<file path="config.mk">
export PLATFORM = sky130hd
export DESIGN_NAME = bus_decoder
export DESIGN_NICKNAME = d
export VERILOG_FILES = /design/src/rtl/bus_decoder.sv
export SDC_FILE = /design/constraint.sdc
export NUM_CORES = 1
export LEC_CHECK = 0
export BUFFER_PORTS_ARGS = -buffer_cell sky130_fd_sc_hd__buf_2
export CAP_MARGIN = 10
export CELL_PAD_IN_SITES_DETAIL_PLACEMENT = 1
export CELL_PAD_IN_SITES_GLOBAL_PLACEMENT = 2
export CORE_MARGIN = 8
export CORE_UTILIZATION = 25
export CTS_CLUSTER_DIAMETER = 30
export DETAILED_ROUTE_END_ITERATION = 16
export PLACE_DENSITY = 0.8
export SYNTH_ARGS = -nofsm -noshare
export SYNTH_HDL_FRONTEND = slang
export SYNTH_SLANG_ARGS = --single-unit
</file>
<file path="constraint.sdc">
create_clock -name clk -period 4.2 [get_ports clk]
set_clock_uncertainty 0.05 [all_clocks]
set_input_delay 1.05 -clock clk [delete_from_list [all_inputs] [get_ports clk]]
set_output_delay 1.05 -clock clk [all_outputs]
set_load 0.03 [all_outputs]
</file>
<file path="src/rtl/bus_decoder.sv">
// Memory-bus decoder: base/mask windows per slave, one-hot read mux, stall timeout
// with a one-cycle abort, and fault address/count capture.
//
// state   | meaning
// IDLE    | no stalled transaction; zero-wait hits complete here
// WAIT    | selected slave has not yet raised ready; stall_cnt counts stall cycles
// ABORT   | one-cycle timeout response (ready_out=fault_out=1, no slave selected)
module bus_decoder #(
    parameter int                          NUM_SLAVES     = 5,
    parameter logic [NUM_SLAVES*32-1:0]    SLAVE_BASE     = {32'h10000000, 32'h01000000, 32'h00030000,
                                                            32'h00020000, 32'h00010000},
    parameter logic [NUM_SLAVES*32-1:0]    SLAVE_MASK     = {32'hFFFF0000, 32'hFF000000, 32'hFFFFFFF0,
                                                            32'hFFFFFFF0, 32'hFFFFFFFC},
    parameter int                          TIMEOUT_CYCLES = 16
) (
    input  logic                         clk,
    input  logic                         reset,
    input  logic [31:0]                  address_in,
    input  logic                         read_in,
    input  logic [3:0]                   write_mask_in,
    input  logic [31:0]                  write_value_in,
    output logic [31:0]                  read_value_out,
    output logic                         ready_out,
    output logic                         fault_out,
    output logic [NUM_SLAVES-1:0]        sel_out,
    input  logic [NUM_SLAVES*32-1:0]     slave_read_value_in,
    input  logic [NUM_SLAVES-1:0]        slave_ready_in,
    output logic [31:0]                  fault_address_out,
    output logic [7:0]                   fault_count_out
);

    localparam int CW = (TIMEOUT_CYCLES > 0) ? $clog2(TIMEOUT_CYCLES + 1) : 1;

    typedef enum logic [1:0] {
        ST_IDLE  = 2'd0,
        ST_WAIT  = 2'd1,
        ST_ABORT = 2'd2
    } state_t;

    state_t              state;
    logic [CW-1:0]       stall_cnt;
    logic [31:0]         latched_addr;

    logic                req;
    logic [NUM_SLAVES-1:0] hit;
    logic                hit_any;
    logic                sel_ready;

    // Write data goes to the slaves outside this block.
    logic                unused_wdata;
    assign unused_wdata = ^write_value_in;

    assign req = read_in | (|write_mask_in);

    // Scan from the top index down so the lowest matching window is the one left set.
    always_comb begin
        hit = '0;
        for (int i = NUM_SLAVES - 1; i >= 0; i--) begin
            if ((address_in & SLAVE_MASK[32*i +: 32]) == SLAVE_BASE[32*i +: 32]) begin
                hit    = '0;
                hit[i] = 1'b1;
            end
        end
    end

    assign hit_any   = |hit;
    assign sel_out   = (req && state != ST_ABORT) ? hit : '0;
    assign sel_ready = |(sel_out & slave_ready_in);

    always_comb begin
        read_value_out = '0;
        for (int i = 0; i < NUM_SLAVES; i++) begin
            if (sel_out[i]) begin
                read_value_out = slave_read_value_in[32*i +: 32];
            end
        end
    end

    always_comb begin
        ready_out = 1'b0;
        fault_out = 1'b0;
        if (req && !hit_any) begin
            ready_out = 1'b1;
            fault_out = 1'b1;
        end else if (state == ST_ABORT) begin
            ready_out = 1'b1;
            fault_out = 1'b1;
        end else begin
            ready_out = sel_ready;
        end
    end

    always_ff @(posedge clk or negedge reset) begin
        if (!reset) begin
            state        <= ST_IDLE;
            stall_cnt    <= '0;
            latched_addr <= '0;
        end else begin
            case (state)
                ST_IDLE: begin
                    if (req && hit_any && !sel_ready) begin
                        state        <= ST_WAIT;
                        stall_cnt    <= CW'(1);
                        latched_addr <= address_in;
                    end
                end
                ST_WAIT: begin
                    if (sel_ready || !req) begin
                        state     <= ST_IDLE;
                        stall_cnt <= '0;
                    end else if (address_in != latched_addr) begin
                        stall_cnt    <= CW'(1);
                        latched_addr <= address_in;
                    end else if (TIMEOUT_CYCLES != 0 && stall_cnt == CW'(TIMEOUT_CYCLES)) begin
                        state     <= ST_ABORT;
                        stall_cnt <= '0;
                    end else if (stall_cnt != '1) begin
                        stall_cnt <= stall_cnt + CW'(1);
                    end
                end
                ST_ABORT: begin
                    state <= ST_IDLE;
                end
                default: begin
                    state     <= ST_IDLE;
                    stall_cnt <= '0;
                end
            endcase
        end
    end

    always_ff @(posedge clk or negedge reset) begin
        if (!reset) begin
            fault_address_out <= '0;
            fault_count_out   <= '0;
        end else if (fault_out) begin
            fault_address_out <= address_in;
            if (fault_count_out != 8'hFF) begin
                fault_count_out <= fault_count_out + 8'd1;
            end
        end
    end

endmodule

</file>
==> impl_metrics.json, run 1 <==
{
  "port-buffer-count": 282,
  "crit_arrival_ns": 3.27,
  "rsz0062_at_grt": "yes",
  "fin_ws_ns": -0.1693,
  "cp_data_required_time_ns": 3.10,
  "antenna_left": 0,
  "synth.most_common_cell": "dfrtp_1",
  "critPathCaptureType": "output port",
  "io_pins": 315,
  "cp_slowest_stage_delay_ns": 0.56,
  "reg2reg_from": "state[0]",
  "fin_crit_sh_pct": 104.0,
  "violations": "setup timing",
  "synth_common_cells": "dfrtp_1, nor2_1, mux2_2",
  "worstRegToRegCells": 9,
  "timing.critical_path.cells": "buf_6, or4_4, o211ai_4, nor3_2, and3b_2, buf_12, buf_12, a221oi_4, nor3_1, a221o_1, buf_6",
  "cp-start-kind": "input pin",
  "finalMaxSlewViolations": 0,
  "yosysUniqueCellTypes": 50,
  "crit_start": "write_mask_in[0]",
  "crit_family": "simple AND/OR/NAND/NOR gates",
  "design_area_sq_um": 8359,
  "clock_path_buffers": 2,
  "cp_slowest_cell": "or4_4",
  "nFillCells": 2296,
  "tightest_slew_ns": 0.8447,
  "yosys-top-cells-area": "dfrtp_1, mux2_2, mux2_4",
  "max_cap_violations": 0,
  "fmax_mhz": 228.9,
  "use_met3_pct": 4.099,
  "synth-seq-cells": 79,
  "grt.overflow.total": 0,
  "gp_congestion": 0.8248,
  "drive_above_1_share_pct": 65.39,
  "clk_pin_slew_ns": 0.06,
  "drt_wl_total_mm": 22.37,
  "holdCritPathClass": "flip-flop to flip-flop",
  "min_period_ns": 4.369,
  "synth_edf_count": 0,
  "multi_input_area_sq_um": 3274,
  "finalHoldViolCount": 0,
  "crit_type": "input pin to output port",
  "rrSetupSlack_ns": 1.40,
  "setup_viol_count_final": 32,
  "post_drt_wl_per_cell_microns": 20.71,
  "clk_latency_ns": 0.34,
  "cp-endpoint": "read_value_out[21]",
  "tns_ns": -3.744,
  "status": "complete, but fails checks",
  "rows": 52,
  "drt_iter0_markers": 180,
  "peakVddDrop_mv": 0.3096,
  "cp_num_cells": 11,
  "syn_inst": 461,
  "worst-path-buf-inv": 4,
  "r2r_end": "latched_addr[26]",
  "cts_tree": "done",
  "power.density_nw_per_um2": 271.1,
  "busiest_layer": "met2",
  "vias": 5207,
  "cts.hold.buffers_added": 0,
  "htreeDepth": 3,
  "hpwlAfterDp_mm": 17.47,
  "clockRootBuffer": "clkbuf_16",
  "gr-usage-met2_pct": 30.09,
  "die_h_microns": 158.5,
  "grtUsageTotal_pct": 16.29,
  "slew_headroom_pct": 43.42,
  "drc": 0,
  "final_nets": 1045,
  "grt_pass1_wl_mm": 31.44,
  "fp.coreArea_sq_um": 20100,
  "synth_area_sq_um": 5076,
  "p_leak_uw": 0.003902,
  "ys.flop_type": "dfrtp_1",
  "yosys.area.top_type": "dfrtp_1",
  "hold_depth": 1,
  "yosysTopAreaCellShare_pct": 38.95,
  "cp_max_fo": 7,
  "first_pass_iters": 4,
  "drt-vias-per-instance": 4.821,
  "grt_antenna_before_repair": 0,
  "place_area_sq_um": 7370,
  "synth_warnings": 0,
  "synth-seq-area-share_pct": 38.95,
  "syn_area_per_cell_sq_um": 11.01,
  "async_flop_share_pct": 100.0,
  "syn2layout_area_growth_pct": 64.68,
  "cts.sinks": 79,
  "cts_made_buffers": 9,
  "grt_pass1_vias": 5578,
  "syn-num-nets": 701,
  "dieArea_sq_um": 25120,
  "grt_max_degree": 40,
  "dp_slack_ns": -0.2386,
  "grt_util_met1_pct": 17.96,
  "start_util_pct": 25.25,
  "ff_latch_area_sq_um": 1977,
  "die_w_microns": 158.5
}
metrics by stage:
step                      std cells  util [%]  power [uW]  hold WS, ns
after global routing           1079     41.57        2373       0.4724
after detailed placement       1059     36.66        1484       0.4414
after global placement         1059     36.66        1471       0.4337
final                          1080     41.58        2266       0.4527
after floorplan                 461         -        1206       0.4105
after CTS                      1075     39.85        2285       0.4566
worst min path at each step:
stage                          from              endpoint
4_1_cts        fault_address_out[4]  fault_address_out[4]
6_report       fault_address_out[4]  fault_address_out[4]
3_5_place_dp   fault_address_out[8]  fault_address_out[8]
3_3_place_gp   fault_address_out[7]  fault_address_out[7]
2_1_floorplan          stall_cnt[3]          stall_cnt[3]
5_1_grt        fault_address_out[8]  fault_address_out[8]
sequential cells by signal, indices dropped and copies added (netlist names):
register,flops
latched_addr,32
fault_count_out,8
state,2
fault_address_out,32
stall_cnt,5
final cells by class:
type	count	share of cell area (%)
antenna	1	0.02994
clock buffer	12	2.949
clock inverter	3	0.5239
inverter	7	0.3143
multi-input combinational	342	39.17
sequential	79	23.65
tap	270	4.041
timing repair buffer	366	29.32
worst register-to-register path, delay by kind of cell (launching register included):
kind | cells | cell delay, ns
mux | 1 | 0.31
simple gates | 2 | 0.32
compound gates | 3 | 0.82
buf+inv | 3 | 0.66
flops | 1 | 0.52
kinds of logic after synthesis:
group	after synthesis	synth area share (%)
AOI/OAI and AO/OA	92	17.92
xor gates and xnor gates	36	6.211
adders and majority gates	4	0.9860
buffers and inverters	40	4.338
DFF	79	38.95
muxes	69	17.43
and+or+nand+nor	141	14.17
power breakdown:
group          total, uW  internal [uW]  switching (uW)  leakage (uW)
Sequential           913            839            74.4      0.000924
Clock                782            474             308      0.000143
Combinational        571            251             320       0.00284
cell usage in the layout (no fill, tap or decap), types with 2 or more instances in the layout:
cell	count
a21o_1	2
a21oi_1	6
a21oi_2	5
a221o_1	23
a221oi_2	22
a221oi_4	10
a22oi_2	5
a31oi_2	2
a31oi_4	2
and3_1	2
and3b_2	2
buf_12	9
buf_2	242
buf_4	71
buf_6	41
clkbuf_1	2
clkbuf_16	11
dfrtp_1	79
ha_1	4
inv_1	4
inv_2	3
mux2_2	39
mux2_4	29
nand2_1	22
nand2b_1	3
nand3_1	8
nand4_1	4
nor2_1	42
nor3_1	15
nor3_2	15
nor4_1	9
nor4_2	3
nor4b_1	2
o211ai_4	2
o21ai_0	3
or3_1	3
or4_4	2
xor2_1	36
routing by layer:
layer / share of wire, % / wire length, microns
met5: 0 / 0
met4: 1.9 / 422
met1: 39 / 8727
met2: 52 / 11710
met3: 6.7 / 1508
repair_timing:
item / 4_1_cts / 5_1_grt
endpoints found under the setup margin: 32 / 33
buffers inserted: 1 / 2
pin swaps: 12 / 46
gates cloned: 0 / 2
resized for setup: 89 / 43
(Power assumes the default switching activity.)
==> run 2: changes to the inputs <==
--- a/config.mk
+++ b/config.mk
@@ -5,7 +5,7 @@
 export SDC_FILE = /design/constraint.sdc
 export NUM_CORES = 1
 export LEC_CHECK = 0
-export BUFFER_PORTS_ARGS = -buffer_cell sky130_fd_sc_hd__buf_2
+export BUFFER_PORTS_ARGS = -buffer_cell sky130_fd_sc_hd__clkbuf_2
 export CAP_MARGIN = 10
 export CELL_PAD_IN_SITES_DETAIL_PLACEMENT = 1
 export CELL_PAD_IN_SITES_GLOBAL_PLACEMENT = 2
==> impl_metrics.json, run 2 (synthesis results as in run 1) <==
{
  "tns_ns": -3.672,
  "worst-path-buf-inv": 4,
  "finalHoldViolCount": 0,
  "grtUsageTotal_pct": 17.08,
  "fmax_mhz": 226.7,
  "drt_wl_total_mm": 22.64,
  "pwr-share-seq_pct": 41.0,
  "p_sw_uw": 733.1,
  "violations": "setup timing",
  "crit_arrival_ns": 3.31,
  "status": "complete, but fails checks",
  "cp_slowest_stage_delay_ns": 0.57,
  "finalMaxSlewViolations": 0,
  "crit_top_cell": "nor3_2",
  "grt_antenna_before_repair": 1,
  "p_int_uw": 1504,
  "place_area_sq_um": 7310,
  "tightest_slew_ns": 0.8647,
  "rsz0062_at_grt": "yes",
  "cts_tree": "done",
  "grt_pass1_vias": 5818,
  "cp-start-kind": "input pin",
  "p_sw_share_pct": 32.77,
  "cp_max_fo": 12,
  "utilization_pct": 41.44,
  "clockRootBuffer": "clkbuf_16",
  "die_w_microns": 158.5,
  "rrSetupSlack_ns": 1.45,
  "port-buffer-count": 282,
  "p_leak_uw": 0.003868,
  "grt_max_degree": 66,
  "drc": 0,
  "grt.overflow.total": 0,
  "die_h_microns": 158.5,
  "cts.hold.buffers_added": 0,
  "fp.coreArea_sq_um": 20100,
  "cts.sinks": 79,
  "setup_viol_count_final": 31,
  "crit_family": "simple AND/OR/NAND/NOR gates",
  "hpwlAfterDp_mm": 17.66,
  "critPathCaptureType": "output port",
  "drt-vias-per-instance": 4.841,
  "gp_congestion": 0.8090,
  "crit_type": "input pin to output port",
  "cp_slowest_cell": "or4_4",
  "start_util_pct": 25.25,
  "design_area_sq_um": 8330,
  "final_cell_mix": "clkbuf_2, dfrtp_1, buf_4, nor2_1, mux2_2",
  "clk_pin_slew_ns": 0.06,
  "grt_pass1_wl_mm": 32.99,
  "clk_latency_ns": 0.35,
  "final_common_cell": "clkbuf_2",
  "dieArea_sq_um": 25120,
  "final_nets": 1042,
  "timing.critical_path.cells": "clkbuf_2, or4_4, o211ai_4, nor3_2, and3b_2, buf_12, buf_6, a221oi_4, nor3_2, a221o_1, clkbuf_8",
  "clock_path_buffers": 2,
  "nFillCells": 2339,
  "fin_crit_sh_pct": 105.0,
  "cts_made_buffers": 9,
  "min_period_ns": 4.410,
  "clkPwrFrac_pct": 33.5,
  "fin_ws_ns": -0.2104,
  "antenna_left": 0,
  "syn2layout_area_growth_pct": 64.11,
  "post_drt_wl_per_cell_microns": 21.00,
  "htreeDepth": 3,
  "rows": 52,
  "vias": 5219,
  "dp_slack_ns": -0.2574,
  "drt_iter0_markers": 232,
  "peakVddDrop_mv": 0.2668,
  "io_pins": 315,
  "slew_headroom_pct": 42.36,
  "power.density_nw_per_um2": 268.6,
  "holdCritPathClass": "flip-flop to flip-flop",
  "reg_top3": "fault_address_out (32), latched_addr (32), fault_count_out (8)",
  "max_cap_violations": 0,
  "first_pass_iters": 4,
  "cp_data_required_time_ns": 3.10,
  "p_comb_share_pct": 25.5,
  "drive_above_1_share_pct": 64.31
}
## run 2: repair_timing
action | 4_1_cts | 5_1_grt
gates cloned | 1 | 1
setup buffers | 8 | 4
endpoints found under the setup margin | 33 | 35
pin swaps | 19 | 16
gates resized for setup | 103 | 22
## run 2: final timing paths
check	start	endpoint	depth (start not counted)
worst max-delay path	write_mask_in[0]	read_value_out[21]	11
worst min-delay path	fault_address_out[18]	fault_address_out[18]	1
worst max register to register	state[0]	latched_addr[29]	8
worst min register to register	fault_address_out[18]	fault_address_out[18]	1
max in group asynchronous	reset	latched_addr[25]	2
min in group asynchronous	reset	fault_count_out[6]	1
## run 2: metrics by stage
stage / instances / hold slack [ns] / total power, uW
floorplan: 461 / 0.4105 / 1206
global placement: 1051 / 0.4384 / 1472
detailed placement: 1051 / 0.4439 / 1489
CTS: 1075 / 0.4601 / 2261
global route: 1078 / 0.4751 / 2348
finish: 1078 / 0.4557 / 2237
## run 2: layout make-up
type                    instances  area (sq um)  area share, %
clock buffers                  10         239.0          2.869
diodes                          1         2.502        0.03004
well taps                     270         337.8          4.055
multi-input cells             342          3209          38.53
repair buffers                363          2494          29.93
flip-flops and latches         79          1977          23.73
inverters                       7         28.78         0.3454
clock inverters                 6         42.54         0.5107
## run 2: per-layer routing
metal | global-route usage (%) | vias to the layer above | share of wire, %
met2 | 31.22 | 174 | 53
met1 | 19.10 | 2585 | 39
met5 | 0 | - | 0
met4 | 5.793 | 0 | 1.7
met3 | 3.963 | 25 | 7.1
li1 | - | 2435 | -
## run 2: power by group through the flow
stage	logic (uW)	clock network (uW)	registers, uW
final	571	750	916
after global routing	622	797	930
after CTS	575	770	917
after detailed placement	560	0	929
after global placement	546	0	926
after floorplan	180	0	1030
==> run 3: changes to the inputs <==
==> config.mk (replaced) <==
export PLATFORM = sky130hd
export DESIGN_NAME = bus_decoder
export DESIGN_NICKNAME = d
export VERILOG_FILES = /design/src/rtl/bus_decoder.sv
export SDC_FILE = /design/constraint.sdc
export NUM_CORES = 1
export LEC_CHECK = 0
export ABC_AREA = 1
export CAP_MARGIN = 10
export CELL_PAD_IN_SITES_DETAIL_PLACEMENT = 1
export CELL_PAD_IN_SITES_GLOBAL_PLACEMENT = 2
export CORE_MARGIN = 8
export CORE_UTILIZATION = 32
export CTS_CLUSTER_DIAMETER = 30
export DETAILED_ROUTE_END_ITERATION = 16
export DONT_BUFFER_PORTS = 1
export PLACE_DENSITY = 0.79
export RECOVER_POWER = 25
export SYNTH_ARGS = -nofsm -noshare
export SYNTH_HDL_FRONTEND = slang
export SYNTH_SLANG_ARGS = --single-unit
==> impl_metrics.json, run 3 <==
{
  "syn_area_per_cell_sq_um": 6.661,
  "start_util_pct": 32.58,
  "diodes": 0,
  "antenna_left": 0,
  "dp_cells": 1081,
  "stdcell_count": 1097,
  "yosys.area.top_type": "dfrtp_1",
  "die_w_microns": 148.2,
  "grt.overflow.total": 0,
  "ys.flop_type": "dfrtp_1",
  "min_period_ns": 4.015,
  "clk_pin_slew_ns": 0.06,
  "finalMaxSlewViolations": 0,
  "clkPwrFrac_pct": 31.4,
  "yosys-top-cells-area": "dfrtp_1, nand2_1, nand3_1",
  "grtUsageTotal_pct": 19.82,
  "p_sw_share_pct": 34.44,
  "synth_top_family_by_area": "simple AND/OR/NAND/NOR gates",
  "first_pass_iters": 4,
  "yosysUniqueCellTypes": 38,
  "post_drt_wl_per_cell_microns": 20.39,
  "synth_edf_count": 0,
  "synth_area_sq_um": 5595,
  "syn-num-nets": 1080,
  "drt-vias-per-instance": 5.136,
  "cp_slowest_cell": "clkinvlp_4",
  "cp-start-kind": "input pin",
  "yosysTopAreaCellShare_pct": 35.33,
  "gp_congestion": 0.8737,
  "clockRootBuffer": "clkbuf_16",
  "vias": 5634,
  "cts_tree": "done",
  "max_cap_violations": 0,
  "cts.sinks": 79,
  "timing.critical_path.cells": "nor2_1, nand2_1, nor2_2, nand2_1, nor2_1, inv_1, nand3_1, buf_12, clkinvlp_4, nand2_1, a41oi_1, buf_4",
  "cts_made_buffers": 9,
  "dieArea_sq_um": 21970,
  "syn_inst": 840,
  "cp_max_fo": 31,
  "tns_ns": 0,
  "fmax_mhz": 249.1,
  "peakVddDrop_mv": 0.3261,
  "synth-seq-area-share_pct": 35.33,
  "drc": 0,
  "synthSimpleGateAreaFrac_pct": 42.06,
  "dp_slack_ns": 0.05944,
  "grt_max_degree": 80,
  "crit_type": "input pin to output port",
  "synth_warnings": 0,
  "critPathCaptureType": "output port",
  "clk_latency_ns": 0.34,
  "final_common_cell": "nand2_1",
  "power.density_nw_per_um2": 374.1,
  "rsz0062_at_grt": "no",
  "rows": 48,
  "final_cell_mix": "nand2_1, nor2_1, dfrtp_1, nand3_1, inv_1",
  "synthAdderAreaFrac_pct": 0.8945,
  "cp_data_required_time_ns": 3.10,
  "report.power.total_uw": 2504,
  "status": "complete, no violations",
  "drt_iter0_markers": 290,
  "synth_compound_area_share_pct": 9.660,
  "post-cts-setup-buffers": 0,
  "nFillCells": 2180,
  "synthXorXnorAreaFrac_pct": 4.070,
  "synth.most_common_cell": "nand2_1",
  "crit_top_cell": "nand2_1",
  "fin_crit_sh_pct": 95.59,
  "setup_viol_count_final": 0,
  "cp_slowest_stage_delay_ns": 0.23,
  "synth_common_cells": "nand2_1, nor2_1, dfrtp_1",
  "drive_above_1_share_pct": 12.39,
  "synthMuxAreaShare_pct": 0.6038,
  "grt_pass1_wl_mm": 34.38,
  "clock_path_buffers": 2,
  "cts.hold.buffers_added": 0,
  "p_sw_uw": 862.5,
  "fp.coreArea_sq_um": 17180,
  "grt_util_met1_pct": 25.60,
  "slew_headroom_pct": 68.06,
  "fin_ws_ns": 0.1854,
  "grt_antenna_before_repair": 0,
  "final_nets": 1107,
  "io_pins": 315,
  "syn2layout_area_growth_pct": 19.63,
  "die_h_microns": 148.2,
  "port-buffer-count": 0,
  "async_flop_share_pct": 100.0,
  "p_int_uw": 1642,
  "cts.repair.resized": 0,
  "crit_arrival_ns": 2.91,
  "gr-usage-met2_pct": 33.17,
  "hpwlAfterDp_mm": 17.93,
  "utilization_pct": 38.97,
  "holdCritPathClass": "input pin to async pin",
  "grt_pass1_vias": 5846,
  "p_leak_uw": 0.003291,
  "busiest_layer": "met2",
  "reg_top3": "fault_address_out (32), latched_addr (32), fault_count_out (8)",
  "finalHoldViolCount": 0,
  "use_met3_pct": 4.588,
  "drt_wl_total_mm": 22.37,
  "synth-seq-cells": 79,
  "p_comb_share_pct": 20.9,
  "tightest_slew_ns": 0.4792,
  "pwr-share-seq_pct": 47.7,
  "htreeDepth": 3
}
-- run 3: changes by cell type in the layout (fill, tap and decap cells not counted), moves of 29 or more --
cell / previous run / this run
buf_4: 65 / 26
nor2_1: 41 / 85
clkbuf_2: 245 / 0
nand2_1: 22 / 347
mux2_4: 29 / 0
inv_1: 4 / 56
nand3_1: 7 / 71
mux2_2: 39 / 3
-- run 3: layer usage --
metal  up-vias  routed length (microns)
li1       2755                        -
met1      2703                     9959
met2       157                    10800
met3        19                     1344
met4         0                      265
met5         -                        0
-- run 3: kinds of logic after synthesis --
group                      after synthesis
AOI/OAI and AO/OA                       76
xor gates and xnor gates                26
adders and majority gates                4
buffers and inverters                   95
DFF                                     79
muxes                                    3
and+or+nand+nor                        557
-- run 3: final cells by class --
type                    count  area, sq um  area share, %
flip-flops and latches     79         1977          29.53
multi-input cells         666         3229          48.24
clock inverters             3        42.54         0.6355
well taps                 225        281.5          4.206
clock buffers              13        250.2          3.738
inverters                  61        237.7          3.551
repair buffers             50        675.6          10.09
-- run 3: final timing paths --
check	startpoint	to	slack [ns]	depth (start not counted)
worst max-delay path	address_in[12]	read_value_out[12]	0.19	12
worst min-delay path	reset	fault_count_out[4]	0.35	0
worst max register to register	state[0]	latched_addr[12]	1.68	12
worst min register to register	latched_addr[14]	latched_addr[14]	0.47	2
max in group asynchronous	reset	fault_address_out[16]	3.62	0
min in group clk	latched_addr[14]	latched_addr[14]	0.47	2
-- run 3: through the flow --
stage | hold WS, ns | instance area, sq um
3_5_place_dp | 0.4539 | 6371
4_1_cts | 0.3389 | 6664
5_1_grt | 0.3434 | 6694
2_1_floorplan | 0.4203 | 5595
6_report | 0.3542 | 6694
3_3_place_gp | 0.4457 | 6371
-- run 3: worst max-delay path: cells and delay by family --
kind                   cells  cell delay, ns
AND/OR/NAND/NOR            7            0.96
buffers and inverters      4            0.75
AO/OA/AOI/OAI              1            0.16
-- run 3: power groups by stage --
stage / clock (uW) / sequential [uW] / combinational, uW
final: 787 / 1200 / 522
after global routing: 819 / 1220 / 603
after CTS: 803 / 1200 / 531
after detailed placement: 0 / 1210 / 526
after global placement: 0 / 1200 / 505
after floorplan: 0 / 1170 / 438
